**src/rtl/vga_pkg.sv**
```systemverilog
// Shared phase encoding, counter widths and 640x480@60 default timing for the
// VGA timing controller and its per-axis phase sequencer.
package vga_pkg;

  typedef enum logic [2:0] {PH_IDLE, PH_ACT, PH_FP, PH_SYNC, PH_BP} phase_t;

  localparam int unsigned CNT_W = 10;
  localparam int unsigned LEN_W = CNT_W + 1;

  localparam int unsigned DEF_H_ACTIVE = 640;
  localparam int unsigned DEF_H_FP     = 16;
  localparam int unsigned DEF_H_SYNC   = 96;
  localparam int unsigned DEF_H_BP     = 48;
  localparam int unsigned DEF_V_ACTIVE = 480;
  localparam int unsigned DEF_V_FP     = 10;
  localparam int unsigned DEF_V_SYNC   = 2;
  localparam int unsigned DEF_V_BP     = 33;
  localparam logic        DEF_SYNC_POL = 1'b0;

  // Every phase must last at least one unit and a whole axis must fit the 10-bit counter.
  function automatic logic timing_ok(int unsigned a, int unsigned f, int unsigned s,
                                     int unsigned b);
    return (a >= 1) && (f >= 1) && (s >= 1) && (b >= 1) && ((a + f + s + b) <= 1024);
  endfunction

endpackage

```
**src/rtl/vga_axis_seq.sv**
```systemverilog
// Generic ACT->FP->SYNC->BP phase sequencer with a per-phase position counter;
// used once per axis of the VGA timing controller.
module vga_axis_seq
  import vga_pkg::*;
(
  input  logic             clk_i,
  input  logic             rst_n_i,
  input  logic             start_i,
  input  logic             step_i,
  input  logic             enable_i,
  input  logic [LEN_W-1:0] len_act_i,
  input  logic [LEN_W-1:0] len_fp_i,
  input  logic [LEN_W-1:0] len_sync_i,
  input  logic [LEN_W-1:0] len_bp_i,
  output phase_t           phase_o,
  output phase_t           phase_nxt_o,
  output logic             wrap_o,
  output logic [CNT_W-1:0] pos_o
);

  phase_t           phase_q, phase_d;
  logic [CNT_W-1:0] cnt_q, cnt_d;
  logic [LEN_W-1:0] cur_len;
  logic             last;

  always_comb begin
    cur_len = len_act_i;
    case (phase_q)
      PH_FP:   cur_len = len_fp_i;
      PH_SYNC: cur_len = len_sync_i;
      PH_BP:   cur_len = len_bp_i;
      default: cur_len = len_act_i;
    endcase
  end

  assign last   = ({1'b0, cnt_q} == (cur_len - LEN_W'(1)));
  // wrap_o is kept independent of enable_i so the caller may feed it back into enable_i.
  assign wrap_o = step_i && (phase_q == PH_BP) && last;

  always_comb begin
    phase_d = phase_q;
    cnt_d   = cnt_q;
    if (phase_q == PH_IDLE) begin
      if (start_i) begin
        phase_d = PH_ACT;
        cnt_d   = '0;
      end
    end else if (step_i) begin
      if (last) begin
        cnt_d = '0;
        case (phase_q)
          PH_ACT:  phase_d = PH_FP;
          PH_FP:   phase_d = PH_SYNC;
          PH_SYNC: phase_d = PH_BP;
          PH_BP:   phase_d = enable_i ? PH_ACT : PH_IDLE;
          default: phase_d = PH_IDLE;
        endcase
      end else begin
        cnt_d = cnt_q + CNT_W'(1);
      end
    end
  end

  always_ff @(posedge clk_i or negedge rst_n_i) begin
    if (!rst_n_i) begin
      phase_q <= PH_IDLE;
      cnt_q   <= '0;
    end else begin
      phase_q <= phase_d;
      cnt_q   <= cnt_d;
    end
  end

  assign phase_o     = phase_q;
  assign phase_nxt_o = phase_d;
  assign pos_o       = cnt_q;

endmodule

```
**src/rtl/vga_timing_ctrl.sv**
```systemverilog
// VGA timing controller: sync, active flag, coordinates and line/frame pulses
// from two phase sequencers, with start/stop aligned to frame boundaries.
module vga_timing_ctrl
  import vga_pkg::*;
#(
  parameter int unsigned H_ACTIVE = DEF_H_ACTIVE,
  parameter int unsigned H_FP     = DEF_H_FP,
  parameter int unsigned H_SYNC   = DEF_H_SYNC,
  parameter int unsigned H_BP     = DEF_H_BP,
  parameter int unsigned V_ACTIVE = DEF_V_ACTIVE,
  parameter int unsigned V_FP     = DEF_V_FP,
  parameter int unsigned V_SYNC   = DEF_V_SYNC,
  parameter int unsigned V_BP     = DEF_V_BP,
  parameter logic        SYNC_POL = DEF_SYNC_POL
) (
  input  logic             pixelClk,
  input  logic             locked,
  input  logic             enable,
  output logic             running,
  output logic             hSync,
  output logic             vSync,
  output logic             active,
  output logic [CNT_W-1:0] xCor,
  output logic [CNT_W-1:0] yCor,
  output logic             lineStart,
  output logic             frameStart
);

  if (!timing_ok(H_ACTIVE, H_FP, H_SYNC, H_BP)) begin : g_bad_h
    $error("vga_timing_ctrl: horizontal phase lengths must be >=1 and total <=1024");
  end
  if (!timing_ok(V_ACTIVE, V_FP, V_SYNC, V_BP)) begin : g_bad_v
    $error("vga_timing_ctrl: vertical phase lengths must be >=1 and total <=1024");
  end

  phase_t           h_ph, h_nxt, v_ph, v_nxt;
  logic             h_wrap, v_wrap, start, h_cont;
  logic [CNT_W-1:0] h_pos, v_pos;

  assign start  = (h_ph == PH_IDLE) && enable;
  // H only falls back to IDLE on the line-end step that also finishes the frame.
  assign h_cont = enable || !v_wrap;

  vga_axis_seq u_h (
    .clk_i       (pixelClk),
    .rst_n_i     (locked),
    .start_i     (start),
    .step_i      (1'b1),
    .enable_i    (h_cont),
    .len_act_i   (LEN_W'(H_ACTIVE)),
    .len_fp_i    (LEN_W'(H_FP)),
    .len_sync_i  (LEN_W'(H_SYNC)),
    .len_bp_i    (LEN_W'(H_BP)),
    .phase_o     (h_ph),
    .phase_nxt_o (h_nxt),
    .wrap_o      (h_wrap),
    .pos_o       (h_pos)
  );

  vga_axis_seq u_v (
    .clk_i       (pixelClk),
    .rst_n_i     (locked),
    .start_i     (start),
    .step_i      (h_wrap),
    .enable_i    (enable),
    .len_act_i   (LEN_W'(V_ACTIVE)),
    .len_fp_i    (LEN_W'(V_FP)),
    .len_sync_i  (LEN_W'(V_SYNC)),
    .len_bp_i    (LEN_W'(V_BP)),
    .phase_o     (v_ph),
    .phase_nxt_o (v_nxt),
    .wrap_o      (v_wrap),
    .pos_o       (v_pos)
  );

  logic             running_q, running_d, active_q, active_d;
  logic             hsync_q, hsync_d, vsync_q, vsync_d;
  logic             line_q, line_d, frame_q, frame_d;
  logic [CNT_W-1:0] x_q, x_d, y_q, y_d;

  // Outputs are decoded from the sequencers' next state so they register on the same edge.
  always_comb begin
    running_d = (h_nxt != PH_IDLE);
    active_d  = (h_nxt == PH_ACT) && (v_nxt == PH_ACT);
    hsync_d   = (h_nxt == PH_SYNC) ? SYNC_POL : ~SYNC_POL;
    vsync_d   = (v_nxt == PH_SYNC) ? SYNC_POL : ~SYNC_POL;
    line_d    = (h_nxt == PH_ACT) && (h_ph != PH_ACT);
    frame_d   = line_d && (v_nxt == PH_ACT) && (v_ph != PH_ACT);
    x_d       = '0;
    if (active_d && !line_d) begin
      x_d = h_pos + CNT_W'(1);
    end
    y_d = '0;
    if ((v_nxt == PH_ACT) && (v_ph == PH_ACT)) begin
      y_d = h_wrap ? (v_pos + CNT_W'(1)) : v_pos;
    end
  end

  always_ff @(posedge pixelClk or negedge locked) begin
    if (!locked) begin
      running_q <= 1'b0;
      active_q  <= 1'b0;
      hsync_q   <= ~SYNC_POL;
      vsync_q   <= ~SYNC_POL;
      line_q    <= 1'b0;
      frame_q   <= 1'b0;
      x_q       <= '0;
      y_q       <= '0;
    end else begin
      running_q <= running_d;
      active_q  <= active_d;
      hsync_q   <= hsync_d;
      vsync_q   <= vsync_d;
      line_q    <= line_d;
      frame_q   <= frame_d;
      x_q       <= x_d;
      y_q       <= y_d;
    end
  end

  assign running    = running_q;
  assign active     = active_q;
  assign hSync      = hsync_q;
  assign vSync      = vsync_q;
  assign lineStart  = line_q;
  assign frameStart = frame_q;
  assign xCor       = x_q;
  assign yCor       = y_q;

endmodule
```
**config.mk**
```make
export PLATFORM = sky130hd
export DESIGN_NAME = vga_timing_ctrl
export DESIGN_NICKNAME = d
export VERILOG_FILES = /design/src/rtl/vga_pkg.sv /design/src/rtl/vga_axis_seq.sv /design/src/rtl/vga_timing_ctrl.sv
export SDC_FILE = /design/constraint.sdc
export NUM_CORES = 1
export LEC_CHECK = 0
export BUFFER_PORTS_ARGS = -buffer_cell sky130_fd_sc_hd__buf_4
export CORE_MARGIN = 2
export CORE_UTILIZATION = 45
export DETAILED_ROUTE_END_ITERATION = 7
export GPL_ROUTABILITY_DRIVEN = 1
export PLACE_DENSITY_LB_ADDON = 0.1
export SLEW_MARGIN = 10
export SYNTH_ARGS = -nofsm -noshare
export SYNTH_HDL_FRONTEND = slang
export SYNTH_SLANG_ARGS = --single-unit
```
**constraint.sdc**
```tcl
create_clock -name pixelClk -period 4.16 [get_ports pixelClk]
set_clock_uncertainty 0.15 [all_clocks]
set_input_delay 0.624 -clock pixelClk [delete_from_list [all_inputs] [get_ports pixelClk]]
set_output_delay 0.624 -clock pixelClk [all_outputs]
set_load 0.05 [all_outputs]
```
== Yosys cells after proc, flatten, opt, wreduce, memory -nomap -nowiden ==
Index checks and enable logic that the tools add are counted.
Widths: inputs -> output; s select.

* Logic and storage cells: 76
* Output and inout port bits: 26
* Register bits: 52
* Input port bits: 3

* Reduce and logical (&&, ||, !) cells: 18
* Add/sub/neg operators: 4
* Muxes and demuxes: 24
* Equal/unequal tests: 18

{| class="wikitable"
|+ Operator list
! cell !! number
|-
| $mux 10 || 9
|-
| $pmux 10 s3 || 1
|-
| $pmux 9 s3 || 1
|-
| $pmux 3 s4 || 2
|-
| $eq 10x11->1 || 2
|-
| $mux 3 || 7
|-
| $add 10x1->10 const B || 2
|-
| $eq 3x2->1 const B || 6
|-
| $eq 3x1->1 const B || 4
|-
| $sub 10x1->11 const B || 1
|-
| $logic_and 1x1->1 || 10
|-
| $sub 9x1->10 const B || 1
|-
| $eq 3x3->1 const B || 2
|-
| $logic_not 3->1 || 2
|-
| $ne 3x1->1 const B || 2
|-
| $mux 1 || 4
|-
| $ne 2x2->1 const B || 2
|-
| $reduce_bool 3->1 || 1
|-
| $logic_not 1->1 || 2
|-
| $reduce_and 2->1 || 1
|-
| $reduce_bool 2->1 || 1
|-
| $logic_or 1x1->1 || 1
|}

== Logic depth before layout (Yosys ltp) ==
* Word-level depth: 18
* Depth in mapped cells: 13
* Gate-level depth less buffers: 10

== Hierarchy ==
From an unflattened synthesis, not the netlist that was laid out.

* Cells, all modules: 564
* Area total of the unflattened synthesis: 4667.0 um^2

{| class="wikitable"
|+ Modules (own cells, without submodules)
! module !! cells an instance !! times used !! area each (um^2)
|-
| vga_axis_seq at u_h || 233 || 1 || 1785.5
|-
| vga_axis_seq at u_v || 217 || 1 || 1675.4
|-
| vga_timing_ctrl || 114 || 1 || 1206.2
|}

== Worst setup path before layout ==
Ideal clock, no wire load.

* Path type: reg-to-reg
* Start point: register u_h.phase_q[1] (netlist: u_h.phase_o[1])
* End point: register u_h.cnt_q[0] (netlist: u_h.pos_o[0])
* Period minus slack after synthesis: 3.219 ns
* Required time: 3.885 ns
* Stages on the path, launching flop included: 12
* Path buffers: 2
* Data arrival time: 2.945 ns
* Path slack: 0.941 ns
* Path through: dfrtp_1 clkbuf_1 nor2b_1 o21bai_1 ha_1 xor2_1 mux2i_1 o21ai_1 or3_1 clkbuf_1 and2_1 mux2_2

* Word-level cells in the longest chain between the ends: 6

{| class="wikitable"
|+ Ends and longest elaborated chain
! element !! line !! RTL
|-
| from (decl) || vga_axis_seq.sv:21 || <nowiki>phase_t phase_q, phase_d;</nowiki>
|-
| from (signal assigned) || vga_axis_seq.sv:69 || <nowiki>phase_q <= phase_d;</nowiki>
|-
| $eq 3x3->1 / $eq 3x2->1 (equally long branches) || vga_axis_seq.sv:28 || <nowiki>case (phase_q)</nowiki>
|-
| $pmux 10 s3 || vga_axis_seq.sv:28 ||
|-
| $sub 10x1->11 || vga_axis_seq.sv:36 || <nowiki>assign last = ({1'b0, cnt_q} == (cur_len - LEN_W'(1)));</nowiki>
|-
| $eq 10x11->1 || vga_axis_seq.sv:36 ||
|-
| $mux 10 || vga_axis_seq.sv:49 || <nowiki>if (last) begin</nowiki>
|-
| $mux 10 || vga_axis_seq.sv:43 || <nowiki>if (phase_q == PH_IDLE) begin</nowiki>
|-
| to (signal assigned) || vga_axis_seq.sv:70 || <nowiki>cnt_q <= cnt_d;</nowiki>
|-
| to (decl) || vga_axis_seq.sv:22 || <nowiki>logic [CNT_W-1:0] cnt_q, cnt_d;</nowiki>
|}

Parallel ways exist; a longest one is shown, timed or not.
A chain may end at the register's enable or synchronous reset.

== Worst setup path in the final report ==
* Start point: register u_h.phase_q[2] (netlist: u_h.phase_o[2])
* End point: register x_q[6] (netlist: xCor[6])

* Word-level cells in the longest chain between the ends: 18

{| class="wikitable"
|+ Ends and longest elaborated chain
! element !! line !! RTL
|-
| $eq 3x3->1 / $eq 3x2->1 (equally long branches) || vga_axis_seq.sv:28, vga_axis_seq.sv:38, vga_axis_seq.sv:51 ||
|-
| $pmux 10 s3 || vga_axis_seq.sv:28 ||
|-
| $sub 10x1->11 || vga_axis_seq.sv:36 ||
|-
| $eq 10x11->1 || vga_axis_seq.sv:36 ||
|-
| $logic_and 1x1->1 (3 in a row) || vga_axis_seq.sv:38 || <nowiki>assign wrap_o = step_i && (phase_q == PH_BP) && last;</nowiki>
|-
| $logic_not 1->1 || vga_timing_ctrl.sv:42 || <nowiki>assign h_cont = enable || !v_wrap;</nowiki>
|-
| $logic_or 1x1->1 || vga_timing_ctrl.sv:42 ||
|-
| $mux 1 || vga_axis_seq.sv:55 || <nowiki>PH_BP: phase_d = enable_i ? PH_ACT : PH_IDLE;</nowiki>
|-
| $pmux 3 s4 || vga_axis_seq.sv:51 || <nowiki>case (phase_q)</nowiki>
|-
| $mux 3 || vga_axis_seq.sv:49 ||
|-
| $mux 3 || vga_axis_seq.sv:43 ||
|-
| $eq 3x1->1 || vga_timing_ctrl.sv:84, vga_timing_ctrl.sv:87 ||
|-
| $logic_and 1x1->1 || vga_timing_ctrl.sv:87 || <nowiki>line_d = (h_nxt == PH_ACT) && (h_ph != PH_ACT);</nowiki>
|-
| $logic_not 1->1 || vga_timing_ctrl.sv:90 || <nowiki>if (active_d && !line_d) begin</nowiki>
|-
| $logic_and 1x1->1 (*) || vga_timing_ctrl.sv:90 ||
|-
| $mux 10 (*) || vga_timing_ctrl.sv:90 ||
|-
| net x_d[6] || vga_timing_ctrl.sv:79 || <nowiki>logic [CNT_W-1:0] x_q, x_d, y_q, y_d;</nowiki>
|-
| to (signal assigned) || vga_timing_ctrl.sv:107 || <nowiki>x_q <= '0;</nowiki>
|-
| to (signal assigned) || vga_timing_ctrl.sv:116 || <nowiki>x_q <= x_d;</nowiki>
|-
| to (decl) || vga_timing_ctrl.sv:79 ||
|}

The timed path passes the listed nets; every way through them passes the cells marked *.

==> impl_metrics.ini <==
[layout]
syn_to_final_growth_pct = 12.30
final_common_cell = dfrtp_1
fillers = 584
nets = 342
antenna_cells = 0
layout_common_cells = dfrtp_1 (50), buf_4 (33), nor2_1 (27), nand2_1 (26), nand3_1 (18)
drive_above_1_share_pct = 16.77

[die]
die_h_um = 85.11
io_pins = 29
start_util_pct = 46.62
die_w_um = 85.11
core_area_um2 = 6350
dieArea_um2 = 7244
rows = 29

[clocking]
clockRootBuffer = clkbuf_8
cts.sinks = 52
cts_buffers = 5
tritoncts = yes
clockBufferDepth = 2
cts_setup_buffers = 0
clk_latency_ps = 300
htree_levels = 2
ctsHoldBuffers = 0
clk_pin_slew_worst_paths_ps = 100
post_cts_resized = 0

[placed_design]
place.gp.congestion = 0.8119
dp_worst_setup_slack_ps = 550.9
hpwl_mm = 4.166
io_buffers = 28

[sta]
tightest_slew_ps = 1194
hold_viol = 0
relSlewSlack_pct = 20.03
fmaxAchievable_mhz = 274.0
rsz0062_at_grt = false
worst_slack_ps = 510.9
layout_min_cycle_time_ps = 3649
finalCritPeriodShare_pct = 87.72
setup_viol = 0
slew_violations = 0
setup_tns_ps = 0

[power_and_ir_drop]
powerDensity_nw_per_um2 = 277.3
vdd.ir_drop.worst_mv = 0.1830
p_leak_nw = 1.530

[worst_setup_path]
required_ps = 4140
end_kind = flop
worst_r2r_path_depth = 8
rrSetupSlack_ps = 510
cp-start-kind = flop
path_class = reg -> reg
path_max_fanout = 14
crit_arrival_ps = 3630
r2r-end = xCor[6]
r2r-start = u_h.phase_o[2]

[grt]
grt_pass1_wl_mm = 10.61
antenna_found_initial = 0
gr-usage-met2_pct = 25.64
grt_pass1_vias = 2110
grt_start_max_net_pins = 53
use_met3_pct = 3.696
gr-max-usage-layer = met1
overflow = 0
gr-usage-met1_pct = 27.66
grt.total_usage_pct = 17.92

[synthesis]
netlist_area_um2 = 2960
syn_avg_cell_area_um2 = 9.368
yosysTopAreaCell = dfrtp_1
syn-num-nets = 324
synthTopCellsByArea = dfrtp_1 (42%), xnor2_1 (4.7%), xor2_1 (3.8%)
synth_top_cell_area_share_pct = 42.27
ys_types = 58
netlist_instances = 316
async_flop_share_pct = 100.0
yosysWarnings = 0
yosysSeqAreaShare_pct = 44.04
synth-seq-cells = 52
synth-edff-count = 0
synth_ff_type = dfrtp_1

[routing]
avgViaCountPerCell = 5.491
drtPass1Iterations = 4
vias = 2257
post_drt_wl_per_cell_um = 14.84
route.final.wire_length_mm = 6.100
route.detailed.drc = 0
dr.first_iter.drc_count = 130
antenna_left = 0

[outcome]
outcome = completed

[flow_run]
maxCapViolCount = 0

[min_path]
min_path_type = in -> async
[routing by layer]
metal  wire [um]  share of wire, %
met5           0                 0
met4          35              0.57
met3         309               5.1
met2        2591                42
met1        3163                52
[cell families (layout without fill, tap and decap cells)]
kind of cell / count (synthesis) / in the layout / share of synthesized area, %
XOR/XNOR: 29 / 29 / 8.580
flip-flops: 52 / 52 / 44.04
multiplexers: 6 / 6 / 2.071
buffers and inverters: 30 / 48 / 4.691
adder cells (fa/ha/maj): 5 / 5 / 2.113
AO/OA/AOI/OAI: 70 / 70 / 16.36
AND/OR/NAND/NOR: 124 / 124 / 22.15
[critical path: stages (launching register included)]
cell and delay [ps]:
dfrtp_1 530, nor2b_1 410, o21bai_1 190, ha_1 270, xor2_1 260, mux2i_1 170, o211a_1 320, a31oi_1 970
a21oi_1 200
[registers in the layout, summed over array words and instances (netlist names)]
register / flops
vSync: 1
u_h.phase_o: 3
xCor: 10
u_h.pos_o: 10
running: 1
u_v.pos_o: 10
frameStart: 1
active: 1
hSync: 1
u_v.phase_o: 3
lineStart: 1
yCor: 10
[how the worst max path moves through the flow]
stage / cells after the start / slack, ps / endpoint / from
2_1_floorplan: 11 / 940 / u_h.pos_o[0] / u_h.phase_o[1]
3_5_place_dp: 8 / 550 / active / u_h.phase_o[2]
4_1_cts: 8 / 550 / xCor[6] / u_h.phase_o[1]
6_report: 8 / 510 / xCor[6] / u_h.phase_o[2]
3_3_place_gp: 8 / 680 / active / u_h.phase_o[2]
5_1_grt: 8 / 140 / active / u_h.phase_o[2]
[stage by stage]
step / utilization (%) / instances / power [mW] / instance area (um2) / hold WS, ps
after floorplan: - / 316 / 0.5155 / 2960 / 178.4
after global placement: 50.33 / 404 / 0.5276 / 3196 / 395.3
after detailed placement: 50.33 / 404 / 0.5277 / 3196 / 406.5
after CTS: 52.35 / 411 / 0.9351 / 3324 / 215.7
after global routing: 52.35 / 411 / 0.9553 / 3324 / 254.2
final: 52.35 / 411 / 0.9219 / 3324 / 192.6
[area by class of cell]
| type | count | area, um2 | area share, % |
|---|---|---|---|
| clock inverter | 2 | 60.06 | 1.807 |
| tap | 77 | 96.34 | 2.898 |
| inverter | 8 | 30.03 | 0.9033 |
| multi-input combinational | 234 | 1518 | 45.65 |
| sequential | 52 | 1304 | 39.22 |
| timing repair buffer | 33 | 247.7 | 7.452 |
| clock buffer | 5 | 68.82 | 2.070 |
[report_power, final]
part           switching (mW)  internal (mW)
combinational          0.0104        0.00133
clock                   0.168          0.237
sequential                  0          0.505
[Yosys cell counts (3+ instances only)]
cell	number
a21o_1	3
a21oi_1	14
a22o_1	4
a31oi_1	13
and3_1	9
buf_2	6
clkbuf_1	12
dfrtp_1	50
ha_1	5
inv_1	8
mux2i_1	5
nand2_1	26
nand2b_1	6
nand3_1	18
nor2_1	27
nor2b_1	5
nor3_1	11
o21ai_0	15
o21bai_1	3
or3_1	3
xnor2_1	16
xor2_1	13
No activity file was read; power rests on OpenSTA's default activity.
